File: src/rtl/imem_arb_if.sv
// Bundle between the fetch stage, the program loader, the instruction memory macro and imem_port_arbiter.
// The slave modport is the arbiter's view; the master modport is the requesters' and memory's view.
interface imem_arb_if #(
  parameter int ADDR_W = 9,
  parameter int DATA_W = 34
);
  // Handshake: fetch_req and ld_req are level requests held by their owners. An access is
  // taken in the cycle it is granted (fetch: fetch_req && !fetch_stall; loader: ld_req &&
  // ld_gnt). Read data returns one cycle later, qualified by fetch_valid or ld_rvalid.
  logic              fetch_req;
  logic [ADDR_W-1:0] fetch_addr;
  logic              fetch_stall;
  logic              fetch_valid;
  logic [DATA_W-1:0] fetch_rdata;
  logic              pipe_flush;
  logic              ld_halt;
  logic              ld_halted;
  logic              ld_req;
  logic              ld_we;
  logic [ADDR_W-1:0] ld_addr;
  logic [DATA_W-1:0] ld_wdata;
  logic              ld_gnt;
  logic              ld_rvalid;
  logic [DATA_W-1:0] ld_rdata;
  logic [ADDR_W-1:0] mem_addr;
  logic              mem_we;
  logic [DATA_W-1:0] mem_wdata;
  logic [DATA_W-1:0] mem_rdata;

  modport slave (
    input  fetch_req, fetch_addr, ld_halt, ld_req, ld_we, ld_addr, ld_wdata, mem_rdata,
    output fetch_stall, fetch_valid, fetch_rdata, pipe_flush, ld_halted, ld_gnt,
           ld_rvalid, ld_rdata, mem_addr, mem_we, mem_wdata
  );

  modport master (
    output fetch_req, fetch_addr, ld_halt, ld_req, ld_we, ld_addr, ld_wdata, mem_rdata,
    input  fetch_stall, fetch_valid, fetch_rdata, pipe_flush, ld_halted, ld_gnt,
           ld_rvalid, ld_rdata, mem_addr, mem_we, mem_wdata
  );
endinterface

File: src/rtl/imem_port_arbiter.sv
// Shares the single-port instruction memory between fetch and the program loader, with a
// halt/drain/load/resume sequence. Define IMEM_ARB_STALL_CNT_EN to build the fetch stall counter.
module imem_port_arbiter #(
  parameter int ADDR_W       = 9,
  parameter int DATA_W       = 34,
  parameter int STARVE_LIMIT = 8
) (
  input  logic        clk,
  input  logic        rst,
  imem_arb_if.slave   bus,
  output logic [15:0] stall_cnt,
  output logic [1:0]  fsm_state
);
  localparam logic [1:0] ST_RUN    = 2'd0;
  localparam logic [1:0] ST_DRAIN  = 2'd1;
  localparam logic [1:0] ST_LOAD   = 2'd2;
  localparam logic [1:0] ST_RESUME = 2'd3;

  localparam logic [1:0] OWN_NONE    = 2'd0;
  localparam logic [1:0] OWN_FETCH   = 2'd1;
  localparam logic [1:0] OWN_LOAD_RD = 2'd2;

  localparam int              WAIT_W   = $clog2(STARVE_LIMIT + 1);
  localparam logic [WAIT_W-1:0] WAIT_MAX = WAIT_W'(STARVE_LIMIT);

  logic [1:0]        state_q, state_d;
  logic [1:0]        owner_q, owner_d;
  logic [WAIT_W-1:0] wait_cnt_q, wait_cnt_d;
  logic [ADDR_W-1:0] last_addr_q, last_addr_d;
  logic              fetch_gnt, ld_gnt, forced;
  logic              mem_we;
  logic [ADDR_W-1:0] mem_addr;

  // Grants are gated by rst so every output reads 0 as soon as reset asserts.
  always_comb begin
    forced     = 1'b0;
    fetch_gnt  = 1'b0;
    ld_gnt     = 1'b0;
    state_d    = state_q;
    wait_cnt_d = '0;
    if (rst) begin
      case (state_q)
        ST_RUN: begin
          forced    = bus.ld_req && (wait_cnt_q == WAIT_MAX);
          fetch_gnt = bus.fetch_req && !forced;
          ld_gnt    = bus.ld_req && !fetch_gnt;
          if (bus.ld_req && !ld_gnt) wait_cnt_d = wait_cnt_q + 1'b1;
          if (bus.ld_halt) state_d = ST_DRAIN;
        end
        ST_DRAIN: state_d = ST_LOAD;
        ST_LOAD: begin
          ld_gnt = bus.ld_req;
          // A loader read issued last cycle must return before we leave LOAD.
          if (!bus.ld_halt && (owner_q != OWN_LOAD_RD)) state_d = ST_RESUME;
        end
        default: state_d = ST_RUN;
      endcase
    end
  end

  always_comb begin
    owner_d = OWN_NONE;
    if (fetch_gnt)                  owner_d = OWN_FETCH;
    else if (ld_gnt && !bus.ld_we)  owner_d = OWN_LOAD_RD;
    // Idle cycles replay the last address so the macro's address pins stay quiet.
    mem_addr = last_addr_q;
    if (fetch_gnt)   mem_addr = bus.fetch_addr;
    else if (ld_gnt) mem_addr = bus.ld_addr;
    mem_we      = ld_gnt && bus.ld_we;
    last_addr_d = mem_addr;
  end

  always_ff @(posedge clk or negedge rst) begin
    if (!rst) begin
      state_q     <= ST_RUN;
      owner_q     <= OWN_NONE;
      wait_cnt_q  <= '0;
      last_addr_q <= '0;
    end else begin
      state_q     <= state_d;
      owner_q     <= owner_d;
      wait_cnt_q  <= wait_cnt_d;
      last_addr_q <= last_addr_d;
    end
  end

  assign bus.mem_addr    = mem_addr;
  assign bus.mem_we      = mem_we;
  assign bus.mem_wdata   = mem_we ? bus.ld_wdata : '0;
  assign bus.ld_gnt      = ld_gnt;
  assign bus.fetch_stall = rst && bus.fetch_req && !fetch_gnt;
  assign bus.fetch_valid = (owner_q == OWN_FETCH);
  assign bus.ld_rvalid   = (owner_q == OWN_LOAD_RD);
  assign bus.fetch_rdata = bus.mem_rdata;
  assign bus.ld_rdata    = bus.mem_rdata;
  assign bus.ld_halted   = (state_q == ST_LOAD);
  assign bus.pipe_flush  = (state_q == ST_RESUME);
  assign fsm_state       = state_q;

`ifdef IMEM_ARB_STALL_CNT_EN
  logic [15:0] stall_cnt_q, stall_cnt_d;

  always_comb begin
    stall_cnt_d = stall_cnt_q;
    if (bus.fetch_stall && (stall_cnt_q != 16'hFFFF)) stall_cnt_d = stall_cnt_q + 16'd1;
  end

  always_ff @(posedge clk or negedge rst) begin
    if (!rst) stall_cnt_q <= 16'h0;
    else      stall_cnt_q <= stall_cnt_d;
  end

  assign stall_cnt = stall_cnt_q;
`else
  assign stall_cnt = 16'h0;
`endif
endmodule
File: src/flat_wrapper.sv
// flat-port wrapper written by rule: the top's interface ports become plain ports
module imem_port_arbiter_flat 
#(
  parameter int ADDR_W       = 9,
  parameter int DATA_W       = 34,
  parameter int STARVE_LIMIT = 8
)
  (clk, rst, stall_cnt, fsm_state, bus_fetch_req, bus_fetch_addr, bus_ld_halt, bus_ld_req, bus_ld_we, bus_ld_addr, bus_ld_wdata, bus_mem_rdata, bus_fetch_stall, bus_fetch_valid, bus_fetch_rdata, bus_pipe_flush, bus_ld_halted, bus_ld_gnt, bus_ld_rvalid, bus_ld_rdata, bus_mem_addr, bus_mem_we, bus_mem_wdata);
  imem_arb_if #(.ADDR_W(ADDR_W), .DATA_W(DATA_W)) bus_i ();
  input  logic clk;
  input  logic rst;
  output logic [15:0] stall_cnt;
  output logic [1:0] fsm_state;
  input wire logic [$bits(bus_i.fetch_req)-1:0] bus_fetch_req;
  input wire logic [$bits(bus_i.fetch_addr)-1:0] bus_fetch_addr;
  input wire logic [$bits(bus_i.ld_halt)-1:0] bus_ld_halt;
  input wire logic [$bits(bus_i.ld_req)-1:0] bus_ld_req;
  input wire logic [$bits(bus_i.ld_we)-1:0] bus_ld_we;
  input wire logic [$bits(bus_i.ld_addr)-1:0] bus_ld_addr;
  input wire logic [$bits(bus_i.ld_wdata)-1:0] bus_ld_wdata;
  input wire logic [$bits(bus_i.mem_rdata)-1:0] bus_mem_rdata;
  output wire logic [$bits(bus_i.fetch_stall)-1:0] bus_fetch_stall;
  output wire logic [$bits(bus_i.fetch_valid)-1:0] bus_fetch_valid;
  output wire logic [$bits(bus_i.fetch_rdata)-1:0] bus_fetch_rdata;
  output wire logic [$bits(bus_i.pipe_flush)-1:0] bus_pipe_flush;
  output wire logic [$bits(bus_i.ld_halted)-1:0] bus_ld_halted;
  output wire logic [$bits(bus_i.ld_gnt)-1:0] bus_ld_gnt;
  output wire logic [$bits(bus_i.ld_rvalid)-1:0] bus_ld_rvalid;
  output wire logic [$bits(bus_i.ld_rdata)-1:0] bus_ld_rdata;
  output wire logic [$bits(bus_i.mem_addr)-1:0] bus_mem_addr;
  output wire logic [$bits(bus_i.mem_we)-1:0] bus_mem_we;
  output wire logic [$bits(bus_i.mem_wdata)-1:0] bus_mem_wdata;
  assign bus_i.fetch_req = bus_fetch_req;
  assign bus_i.fetch_addr = bus_fetch_addr;
  assign bus_i.ld_halt = bus_ld_halt;
  assign bus_i.ld_req = bus_ld_req;
  assign bus_i.ld_we = bus_ld_we;
  assign bus_i.ld_addr = bus_ld_addr;
  assign bus_i.ld_wdata = bus_ld_wdata;
  assign bus_i.mem_rdata = bus_mem_rdata;
  assign bus_fetch_stall = bus_i.fetch_stall;
  assign bus_fetch_valid = bus_i.fetch_valid;
  assign bus_fetch_rdata = bus_i.fetch_rdata;
  assign bus_pipe_flush = bus_i.pipe_flush;
  assign bus_ld_halted = bus_i.ld_halted;
  assign bus_ld_gnt = bus_i.ld_gnt;
  assign bus_ld_rvalid = bus_i.ld_rvalid;
  assign bus_ld_rdata = bus_i.ld_rdata;
  assign bus_mem_addr = bus_i.mem_addr;
  assign bus_mem_we = bus_i.mem_we;
  assign bus_mem_wdata = bus_i.mem_wdata;
  imem_port_arbiter #(.ADDR_W(ADDR_W), .DATA_W(DATA_W), .STARVE_LIMIT(STARVE_LIMIT)) u_core (.clk(clk), .rst(rst), .bus(bus_i), .stall_cnt(stall_cnt), .fsm_state(fsm_state));
endmodule
File: config.mk
export PLATFORM = sky130hd
export DESIGN_NAME = imem_port_arbiter_flat
export DESIGN_NICKNAME = d
export VERILOG_FILES = /design/src/rtl/imem_arb_if.sv /design/src/rtl/imem_port_arbiter.sv /design/src/flat_wrapper.sv
export SDC_FILE = /design/constraint.sdc
export NUM_CORES = 1
export LEC_CHECK = 0
export ABC_CLOCK_PERIOD_IN_PS = 2100
export CAP_MARGIN = 40
export CORE_AREA = 2 2 88 90
export DETAILED_ROUTE_END_ITERATION = 16
export DIE_AREA = 0 0 90 92
export GPL_ROUTABILITY_DRIVEN = 0
export PLACE_DENSITY = 0.84
export SLEW_MARGIN = 25
export SYNTH_ARGS = -nofsm -noshare
export SYNTH_HDL_FRONTEND = slang
export SYNTH_SLANG_ARGS = --single-unit
File: constraint.sdc
create_clock -name clk -period 2.1 [get_ports clk]
set_input_delay 0.42 -clock clk [delete_from_list [all_inputs] [get_ports clk]]
set_output_delay 0.42 -clock clk [all_outputs]
set_load 0.05 [all_outputs]
# Word level (Yosys, flattened, before mapping)
# Cells that the tools add are included.
# op_classes
addsub	1
n_eq_ne	9
mux	15
reduce_logical	17
# op_table
cell	n
$mux W34	1
$mux W9	2
$mux W4	3
$logic_and A1 B1 Y1	9
$mux W2	4
$eq A2 B2 Y1 const B	3
$logic_not A1 Y1	6
$pmux W2 S3	1
$add A4 B1 Y4 const B	1
$eq A2 B1 Y1 const B	2
$eq A4 B4 Y1 const B	1
$ne A2 B2 Y1 const B	2
$mux W1	3
$reduce_and A3 Y1	1
$logic_not A2 Y1	1
$ne A2 B1 Y1 const B	1
$pmux W1 S2	1
# word_totals
ff_bits	17
input_bits	92
out_inout_bits	136
elab_cells	46

# Depth between registers and ports, before layout
# Gate-level depths: netlist of the first run.
# logic_depth
depth_word	11
depth_mapped	8
mapped_depth_nobuf	7

# Worst setup path after synthesis of the first run
# No wires, ideal clock.
# synth_path
kind	reg2out
startpoint	register u_core.state_q[1] (netlist: u_core.fsm_state[1])
endpoint	output bus_mem_addr[5]
t_arrival_ps	2820
required_time_ps	1680
slack_ps	-1140
stages_incl_launch_ff	8
n_path_buf	2
path_cell_list	dfrtp_1 ha_1 inv_1 a311oi_2 buf_6 buf_12 mux2i_1 a21oi_1
# synth_between
elab_chain_len	5
elab_cells_between_ends	8
classes_between	eq/ne (1); mux (6); reduce/logical (1)
# synth_lines
item	line	text
start: declaration	imem_port_arbiter.sv:26	logic [1:0] state_q, state_d;
start signal: assignment	imem_port_arbiter.sv:80	state_q <= state_d;
$eq A2 B2 Y1	n/a	
via bus_ld_halted	flat_wrapper.sv:26	output wire logic [$bits(bus_i.ld_halted)-1:0] bus_ld_halted;
$pmux W1 S2	imem_port_arbiter.sv:42	case (state_q)
$mux W1	imem_port_arbiter.sv:41	if (rst) begin
$mux W9	imem_port_arbiter.sv:68	else if (ld_gnt) mem_addr = bus.ld_addr;
$mux W9	imem_port_arbiter.sv:67	if (fetch_gnt) mem_addr = bus.fetch_addr;
end: declaration	flat_wrapper.sv:30	output wire logic [$bits(bus_i.mem_addr)-1:0] bus_mem_addr;
# The timed path passes the listed nets, and every way through them passes these cells.

# Final worst setup path of the first run
# layout_path
startpoint	register u_core.wait_cnt_q[0]
endpoint	output bus_mem_addr[5]
# layout_between
elab_chain_len	10
elab_cells_between_ends	12
classes_between	eq/ne (1); mux (6); reduce/logical (5)
# layout_lines
item	line	text
start: declaration	imem_port_arbiter.sv:28	logic [WAIT_W-1:0] wait_cnt_q, wait_cnt_d;
start signal: assignment	imem_port_arbiter.sv:82	wait_cnt_q <= wait_cnt_d;
$eq A4 B4 Y1 *	imem_port_arbiter.sv:44	forced = bus.ld_req && (wait_cnt_q == WAIT_MAX);
$logic_and A1 B1 Y1 *	imem_port_arbiter.sv:44	
$logic_not A1 Y1 *	imem_port_arbiter.sv:45	fetch_gnt = bus.fetch_req && !forced;
$logic_and A1 B1 Y1 *	imem_port_arbiter.sv:45	
$logic_not A1 Y1	imem_port_arbiter.sv:46	ld_gnt = bus.ld_req && !fetch_gnt;
$logic_and A1 B1 Y1	imem_port_arbiter.sv:46	
$pmux W1 S2	imem_port_arbiter.sv:42	
$mux W1	imem_port_arbiter.sv:41	
$mux W9	imem_port_arbiter.sv:68	
$mux W9 *	imem_port_arbiter.sv:67	
# Mark *: on every way between the ends. The rest lies on a longest branch, timed or not.

==> results.md, run 1 <==
* Status: complete, but fails checks
* Failing checks: negative setup slack
* Yosys top cell area share at 36.59%
* Final setup vio count at 46
* DRC viols at 0
* Top-count cell post-synth: buf_4
* Reg area at 427.9 um2
* Slowest library cell on the worst path: dfrtp_1
* Highest metal used: met4
* Max VDD drop at 0.6986 mV
* Ys flop type: dfrtp_1
* Tmin final at 2592 ps
* Number of vias per cell at 4.121
* CP max FO at 6
* CTS tree: built
* Ports at 228
* CP Class: register to output pin
* Layout Cells excl Fill at 379
* Antenna violations before repair at 0
* Buffers & Inverters on Critical Path at 4
* FF-to-FF End: u_core.last_addr_q[0]
* Metal3 WL at 545 um
* Avg Cell Area, Syn at 8.426 um2
* Fillers at 638
* Initial Util at 23.42%
* Area Growth Syn to Fin at 111.2%
* Nets at 375
* R2r setup slk at 220 ps
* Hold crit path type: input port to async pin
* Final critical-path share of the clock period at 123.4%
* Clock skew at 3.455 ps
* Routed Antenna Nets at 0
* Root buffer cell: clkbuf_8
* Pwr Density at 939.8 nW/um2
* Vias in the first global route at 1543
* Final WS setup at -492.3 ps
* Total of max-cap violations at 0
* Distinct cells, synth at 28
* Mapped Cells at 207
* Share of cells above drive strength 1 at 55.96%
* Worst path cell trace: inv_2 > ha_4 > nand4b_1 > a311oi_4 > buf_4 > buf_12 > mux2i_4 > a21oi_4 > buf_6
* F_max at 385.8 MHz
* Clock Path Buffers at 2
* Num CTS Buffers at 3
* Max Slew Vio Count at 0
* Initial DRC Count at 15
* CP Launch Point: u_core.wait_cnt_q[0]
* Port bufs at 109
* Seq/Total Area, Yosys at 24.39%
* First-pass DRT Iterations at 4
* Worst slew margin at 64.65%
* Worst path top cell family by delay: buffers and inverters
* # diodes at 0
* Post-synthesis cell area at 1744 um2
* Clk sink count at 17
* Synth cell count leaders: buf_4 (85), and3_1 (36), dfrtp_1 (17)
* Vias at 1562
* Asr flop ratio synth at 100.0%
* Critical Path End: bus_mem_addr[5]
* Leakage at 1.517 nW
* Max stage delay on crit path at 390 ps
* Routed wire length at 6.005 mm
* Worst R2R Path Depth at 8
* Reg-to-reg startpoint: u_core.wait_cnt_q[0]
* Final Hold Vio Count at 0
* Routed wire per std cell at 15.84 um
* Multi-input logic area at 1096 um2
* WP data arrival at 2170 ps
* Met2 wire len at 3.193 mm
* Die area at 8280 um2
* Required time worst endpoint at 1680 ps
* Chip height at 92 um
* RSZ-0062 raised after global routing: true
* GR Util All Layers at 12.56%
* CTS clk-pin slew, worst paths at 80 ps
* CTS Hold Bufs at 0
* Pre-CTS WS at -668.3 ps
* Die width at 90 um
* First-pass GRT wire length at 8.273 mm
* Top cell type by total area after synthesis: buf_4
* Placed cells at 360
* Yosys reg bits at 17
* Hpwl dp at 4.218 mm
* Site Rows at 32
* Yosys warns at 0
* EDFF count, synth at 0
* Largest net degree at the start of global routing at 37
* Skew-Pair Late Insertion Delay at 250 ps
* Crit. End Element: output pin
* H-tree depth at 1
* Synth top area cells: buf_4 (37%), dfrtp_1 (24%), and3_1 (13%), mux2i_1 (5.2%), ha_1 (3.6%)
* Critical Path Start Type: register
* Grt ovf at 0
* Area of the core at 7447 um2
* Worst Tran Pin Value at 528.6 ps
* Worst path depth at 9
* Met1 wire length at 2.001 mm
## final cells by class
class                   instances  share of cell area (%)
repair buffers                145                   53.16
flip-flops and latches         17                   11.62
clock inverters                 1                  0.2038
clock buffers                   3                   1.121
well taps                     102                   3.465
multi-input cells             105                   29.76
inverters                       6                  0.6793
## repair_timing
| action | in CTS | in global routing |
|---|---|---|
| endpoints found under the setup margin | 47 | 47 |
| pin swaps | 6 | 13 |
| setup buffers | 4 | 5 |
| hold endpoints to repair | 0 | 0 |
| resized for setup | 27 | 28 |
| cloned | 1 | 6 |
## kinds of logic after synthesis
family / Yosys count / share of synthesized area [%]
AO/OA/AOI/OAI: 12 / 4.160
XOR/XNOR: 2 / 1.004
adder cells (fa/ha/maj): 5 / 3.587
buffers and inverters: 100 / 41.39
flip-flops: 17 / 24.39
multiplexers: 10 / 5.811
other: 1 / 0.2150
AND/OR/NAND/NOR: 60 / 19.44
## placed cells by master, fill, tap and decap left out, types with 2 or more instances in the layout
cell	n
ha_4	3
nor2_1	12
inv_2	4
dfrtp_1	15
dlygate4sd2_1	2
buf_12	49
clkdlybuf4s50_1	57
and3_4	35
nor2b_1	2
a21oi_4	9
dlymetal6s2s_1	2
buf_4	23
buf_8	4
buf_6	5
dfrtp_2	2
clkbuf_16	3
conb_1	16
nand2_1	2
ha_1	2
nand3_1	2
mux2i_4	9
clkbuf_8	3
## sequential cells by signal, indices dropped and copies added (netlist names)
register / flops
u_core.fsm_state: 2
u_core.owner_q: 2
u_core.last_addr_q: 9
u_core.wait_cnt_q: 4
## where the power goes
group	switching, mW	internal [mW]	total [mW]
combinational	1.39	1.28	2.67
sequential	0.0887	0.448	0.536
clock	0.126	0.134	0.260
total	1.60	1.86	3.46
## how the worst min path moves through the flow
stage                                       to  slack [ps]  depth (start not counted)
after floorplan            u_core.fsm_state[0]         120                          0
after global placement    u_core.wait_cnt_q[0]         520                          2
after detailed placement  u_core.wait_cnt_q[0]         530                          2
after CTS                 u_core.wait_cnt_q[1]         590                          2
after global routing       u_core.fsm_state[1]         310                          3
final                     u_core.wait_cnt_q[1]         280                          3
## layer usage
| metal | vias to the layer above | track usage, % |
|---|---|---|
| li1 | 723 | - |
| met1 | 701 | 13.16 |
| met2 | 107 | 22.74 |
| met3 | 31 | 4.108 |
| met4 | 0 | 5.897 |
| met5 | - | 0 |
## tightest hold or removal path: stages
cell	delay, ps
dlymetal6s2s_1	110
buf_4	120
buf_4	260
## metrics by stage
step                hold WS (ps)  TNS [ps]  utilization (%)  instance area (um2)  power (mW)
floorplan                  124.4     -5952                -                 2087       2.214
global placement           518.9    -25280            43.25                 3221       2.733
detailed placement         531.9    -30230            43.25                 3221       2.790
CTS                        589.3    -16140            46.46                 3460       3.295
global route               314.7    -22820            49.46                 3684       3.595
finish                     276.1    -20020            49.46                 3684       3.462
Note: power is estimated with default switching activity, not from simulation.
==> inputs of run 2 (changes only) <==
Settings changed: CORE_AREA 2 2 88 90 to unset, CORE_MARGIN set to 5, CORE_UTILIZATION set to 26, DIE_AREA 0 0 90 92 to unset, GPL_TIMING_DRIVEN set to 0, PLACE_DENSITY 0.84 to 0.9, SLEW_MARGIN 25 to unset.
==> results.md, run 2 (synthesis results as in run 1) <==
* RSZ-0062 raised after global routing: true
* CTS clk-pin slew, worst paths at 80 ps (about the same)
* Root buffer cell: clkbuf_8
* # diodes at 0 (unchanged)
* Site Rows at 29 (-9.4%)
* Max Slew Vio Count at 0 (unchanged)
* WP data arrival at 2160 ps (about the same)
* F_max at 387.2 MHz (+0.38%)
* Max VDD drop at 0.8462 mV (+21%)
* Final WS setup at -482.4 ps (+9.869 ps)
* CP max FO at 6 (unchanged)
* Status: complete, but fails checks
* Clock skew at 5.825 ps (+2.369 ps)
* Leakage at 2.002 nW (+32%)
* R2r setup slk at 110 ps (-110 ps)
* Pwr Density at 796.3 nW/um2 (-15%)
* Worst Tran Pin Value at 520.4 ps (-8.190 ps)
* Clock Path Buffers at 2 (unchanged)
* CTS tree: built
* CP Class: register to output pin
* Failing checks: negative setup slack
* Tmin final at 2582 ps (-9.869 ps)
* Skew-Pair Late Insertion Delay at 260 ps (about the same)
* Port bufs at 177 (+62%)
* DRC viols at 0 (unchanged)
* GR Util All Layers at 16.77% (+4.2 points)
* Placed cells at 477 (+33%)
* Reg with most FFs: u_core.last_addr_q
* Layout Cells excl Fill at 494 (+30%)
* Routed Antenna Nets at 0 (unchanged)
* Hold crit path type: input port to async pin
* Routed wire length at 7.876 mm (+31%)
* Total of max-cap violations at 0 (unchanged)
* Num CTS Buffers at 3 (unchanged)
* H-tree depth at 1 (unchanged)
* Nets at 515 (+37%)
* Pwr Total at 3.540 mW (+2.3%)
* Pre-CTS WS at -1559 ps (-891.2 ps)
* Final critical-path share of the clock period at 123.0% (-0.47 points)
* Final setup vio count at 46 (unchanged)
* Hpwl dp at 6.479 mm (+54%)
* Final hold slack at 10.14 ps (-266.0 ps)
* Crit. End Element: output pin
* Required time worst endpoint at 1680 ps (about the same)
* Number of vias per cell at 4.223 (+2.5%)
* Grt ovf at 0 (unchanged)
* Max reg flops at 9 (unchanged)
* Ports at 228 (unchanged)
* Largest net degree at the start of global routing at 15 (-59%)
* Routed wire per std cell at 15.94 um (+0.62%)
* Commonest non-fill, non-tap cell in the layout: clkdlybuf4s50_1
* Vias in the first global route at 2265 (+47%)
* Clk sink count at 17 (unchanged)
* Most frequent cells in the layout: clkdlybuf4s50_1 (128), buf_4 (95), and3_4 (34), buf_8 (29), buf_6 (21)
* First-pass DRT Iterations at 3 (-1)
* Die width at 91.91 um (+2.1%)
* Initial DRC Count at 18 (+3)
* Final Hold Vio Count at 0 (unchanged)
* Area of the core at 6422 um2 (-14%)
* Antenna violations before repair at 0 (unchanged)
* Finished Core Util at 69.22% (+20 points)
* Fillers at 499 (-22%)
* Worst slew margin at 65.20% (+0.55 points)
* Die area at 8447 um2 (+2.0%)
* Chip height at 91.91 um (-0.10%)
* First-pass GRT wire length at 11.66 mm (+41%)
* Critical Path Start Type: register
* Regs by FF count: u_core.last_addr_q (9), u_core.wait_cnt_q (4)
* Initial Util at 27.16% (+3.7 points)
* Vias at 2086 (+34%)
* Area Growth Syn to Fin at 154.9%
* Share of cells above drive strength 1 at 52.52% (-3.4 points)
[run 2: worst paths after layout]
path                                            from                    end  cells past startpoint
worst max-delay path            u_core.wait_cnt_q[0]        bus_mem_addr[7]                      9
worst min-delay path                             rst   u_core.wait_cnt_q[1]                      1
worst max register to register  u_core.wait_cnt_q[0]  u_core.last_addr_q[6]                      9
worst min register to register  u_core.wait_cnt_q[3]   u_core.wait_cnt_q[3]                      2
max in group asynchronous                        rst    u_core.fsm_state[1]                      2
min in group clk                u_core.wait_cnt_q[3]   u_core.wait_cnt_q[3]                      2
[run 2: worst max-delay path, cell delays in order, from the launching register on]
cell	delay (ps)
dfrtp_1	380
inv_1	60
ha_1	140
nand4b_1	180
a311oi_4	320
buf_6	200
buf_12	140
mux2i_4	230
a21oi_4	80
buf_8	160
[run 2: power by group]
group / internal [mW] / leakage [nW] / switching, mW
Clock: 0.134 / 0.0217 / 0.123
Combinational: 1.17 / 1.77 / 1.58
Sequential: 0.448 / 0.207 / 0.0943
[run 2: layout make-up]
class | count | area (um2) | share of cell area (%)
sequential | 17 | 427.9 | 9.626
buffer | 93 | 718.2 | 16.16
clock inverter | 1 | 7.507 | 0.1689
timing repair buffer | 192 | 2067 | 46.50
inverter | 6 | 25.02 | 0.5629
multi-input combinational | 105 | 1062 | 23.90
clock buffer | 3 | 41.29 | 0.9288
tap | 77 | 96.34 | 2.167
[run 2: repair_timing]
item	4_1_cts	5_1_grt
setup endpoints to repair	57	46
cloned	2	0
pin swaps	5	5
gates resized for setup	317	73
setup buffers	7	6
endpoints found under the hold margin	0	0
hold buffers	0	0
[run 2: per-layer routing]
metal | share of wire, % | track usage (%) | wire [um]
met1 | 34 | 17.74 | 2648
met3 | 8.3 | 4.501 | 657
met5 | 0 | 0 | 0
met2 | 57 | 33.52 | 4515
met4 | 0.70 | 2.351 | 55
[run 2: stage by stage]
stage	cell area, um2	setup TNS (ps)
floorplan	2087	-5952
global route	4446	-23250
detailed placement	3970	-72800
CTS	4144	-20860
finish	4446	-16980
global placement	3955	-85630
==> inputs of run 3 (changes only) <==
Settings changed: CORE_AREA set to 5 5 85 87, CORE_MARGIN 5 to unset, CORE_UTILIZATION 26 to unset, DIE_AREA set to 0 0 90 92, DONT_BUFFER_PORTS set to 1, PLACE_DENSITY 0.9 to 0.48.
==> results.md, run 3 (synthesis results as in run 1) <==
* Status: complete, but fails checks
* Failing checks: negative setup slack
* Setup total negative slack at -23820 ps (-6842 ps)
* Commonest non-fill, non-tap cell in the layout: buf_4
* Regs by FF count: u_core.last_addr_q (9), u_core.wait_cnt_q (4)
* Number of vias per cell at 4.402 (+4.2%)
* Reg with most FFs: u_core.last_addr_q
* Routed Antenna Nets at 0 (unchanged)
* Die area at 8280 um2 (-2.0%)
* Area Growth Syn to Fin at 47.20%
* Max reg flops at 9 (unchanged)
* Pwr Density at 1136 nW/um2 (+43%)
* Root buffer cell: clkbuf_8
* Crit. End Element: output pin
* Total of max-cap violations at 0 (unchanged)
* Final Cell Area at 2567 um2 (-42%)
* Hpwl dp at 4.735 mm (-27%)
* Pre-CTS WS at -382.8 ps (+1177 ps)
* F_max at 372.3 MHz (-3.8%)
* Fillers at 616 (+23%)
* Vias in the first global route at 1493 (-34%)
* Leakage at 1.200 nW (-40%)
* Layout Cells excl Fill at 321 (-35%)
* Worst Tran Pin Value at 813.1 ps (+292.7 ps)
* Initial Util at 27.79% (+0.63 points)
* Hold crit path type: input port to register
* CP Class: register to output pin
* Die width at 90 um (-2.1%)
* Final WS setup at -585.7 ps (-103.3 ps)
* Initial DRC Count at 9 (-9)
* Most frequent cells in the layout: buf_4 (95), and3_4 (35), conb_1 (16), dfrtp_1 (15), nor2_1 (12)
* Area post-placement at 2198 um2 (-45%)
* # diodes at 0 (unchanged)
* Worst slew margin at 45.62% (-20 points)
* Num CTS Buffers at 3 (unchanged)
* H-tree depth at 1 (unchanged)
* First-pass GRT wire length at 8.383 mm (-28%)
* Final critical-path share of the clock period at 127.9% (+4.9 points)
* Finished Core Util at 40.90% (-28 points)
* CP max FO at 6 (unchanged)
* RSZ-0062 raised after global routing: true
* Nets at 342 (-34%)
* CTS clk-pin slew, worst paths at 70 ps (about the same)
* Clock skew at 1.959 ps (-3.866 ps)
* WP data arrival at 2270 ps (+110 ps)
* DRC viols at 0 (unchanged)
* Required time worst endpoint at 1680 ps (about the same)
* Critical Path Start Type: register
* Share of cells above drive strength 1 at 72.13% (+20 points)
* Max Slew Vio Count at 0 (unchanged)
* Largest net degree at the start of global routing at 18 (+3)
* Grt ovf at 0 (unchanged)
* CTS tree: built
* Clk sink count at 17 (unchanged)
* Clock Path Buffers at 2 (unchanged)
* Max VDD drop at 0.5874 mV (-31%)
* Placed cells at 301 (-37%)
* Routed wire length at 5.703 mm (-28%)
* GR Util All Layers at 12.21% (-4.6 points)
* Final Hold Vio Count at 0 (unchanged)
* Area of the core at 6277 um2 (-2.3%)
* Final setup vio count at 55 (+20%)
* R2r setup slk at -50 ps (-160 ps)
* Chip height at 92 um (+0.10%)
* Final hold slack at 264.4 ps (+254.2 ps)
* Antenna violations before repair at 0 (unchanged)
* Site Rows at 29 (unchanged)
* Pwr Total at 2.917 mW (-18%)
* Ports at 228 (unchanged)
* Vias at 1413 (-32%)
* Routed wire per std cell at 17.77 um (+11%)
* Skew-Pair Late Insertion Delay at 250 ps (about the same)
* Port bufs at 0 (-100%)
* Tmin final at 2686 ps (+103.3 ps)
* First-pass DRT Iterations at 4 (+1)
## run 3: cell count changes in the layout (fill, tap and decap cells not counted), sizes merged
cell / change
clkinvlp: -1
clkinv: +1
buf: -46
dlygate4sd2: -2
clkdlybuf4s50: -128
dlygate4sd3: +1
clkbuf: +2
## run 3: per-layer routing
metal | vias to the layer above | wire [um] | global-route usage, %
met5 | - | 0 | 0
met4 | 0 | 30 | 2.233
met3 | 4 | 703 | 4.583
met2 | 114 | 3269 | 23.84
met1 | 640 | 1700 | 12.39
li1 | 655 | - | -
## run 3: path summary, 6_finish.rpt
kind / startpoint / to / cells past startpoint
max in group asynchronous: rst / u_core.fsm_state[0] / 1
min reg2reg: u_core.wait_cnt_q[0] / u_core.wait_cnt_q[0] / 1
min in group asynchronous: rst / u_core.wait_cnt_q[1] / 1
max: u_core.fsm_state[0] / bus_mem_addr[1] / 8
min: rst / u_core.fsm_state[0] / 1
max reg2reg: u_core.fsm_state[0] / u_core.last_addr_q[1] / 8
## run 3: what timing repair did
item | CTS | global route
gates resized for setup | 27 | 11
hold buffers | 1 | 0
buffers inserted | 9 | 4
pin swaps | 12 | 14
setup endpoints to repair | 55 | 55
cloned | 2 | 1
hold endpoints to repair | 17 | 0
## run 3: area by class of cell
class	instances	area, um2	area share, %
multi-input cells	105	1042	40.59
clock inverters	1	5.005	0.1949
clock buffers	3	41.29	1.608
repair buffers	19	210.2	8.187
plain buffers	93	719.4	28.02
well taps	77	96.34	3.752
inverters	6	25.02	0.9747
flip-flops and latches	17	427.9	16.67
## run 3: worst max-delay path, cell delays in order, from the launching register on
cell,delay [ps]
dfrtp_2,540
inv_4,120
ha_4,270
inv_2,60
a311oi_2,230
buf_6,180
buf_12,140
mux2i_2,90
a21oi_4,360
## run 3: where the power goes
part	leakage (nW)	internal [mW]	total (mW)	switching, mW
clock network	0.0255	0.132	0.252	0.121
registers	0.207	0.447	0.610	0.163
logic	0.968	0.688	2.05	1.37
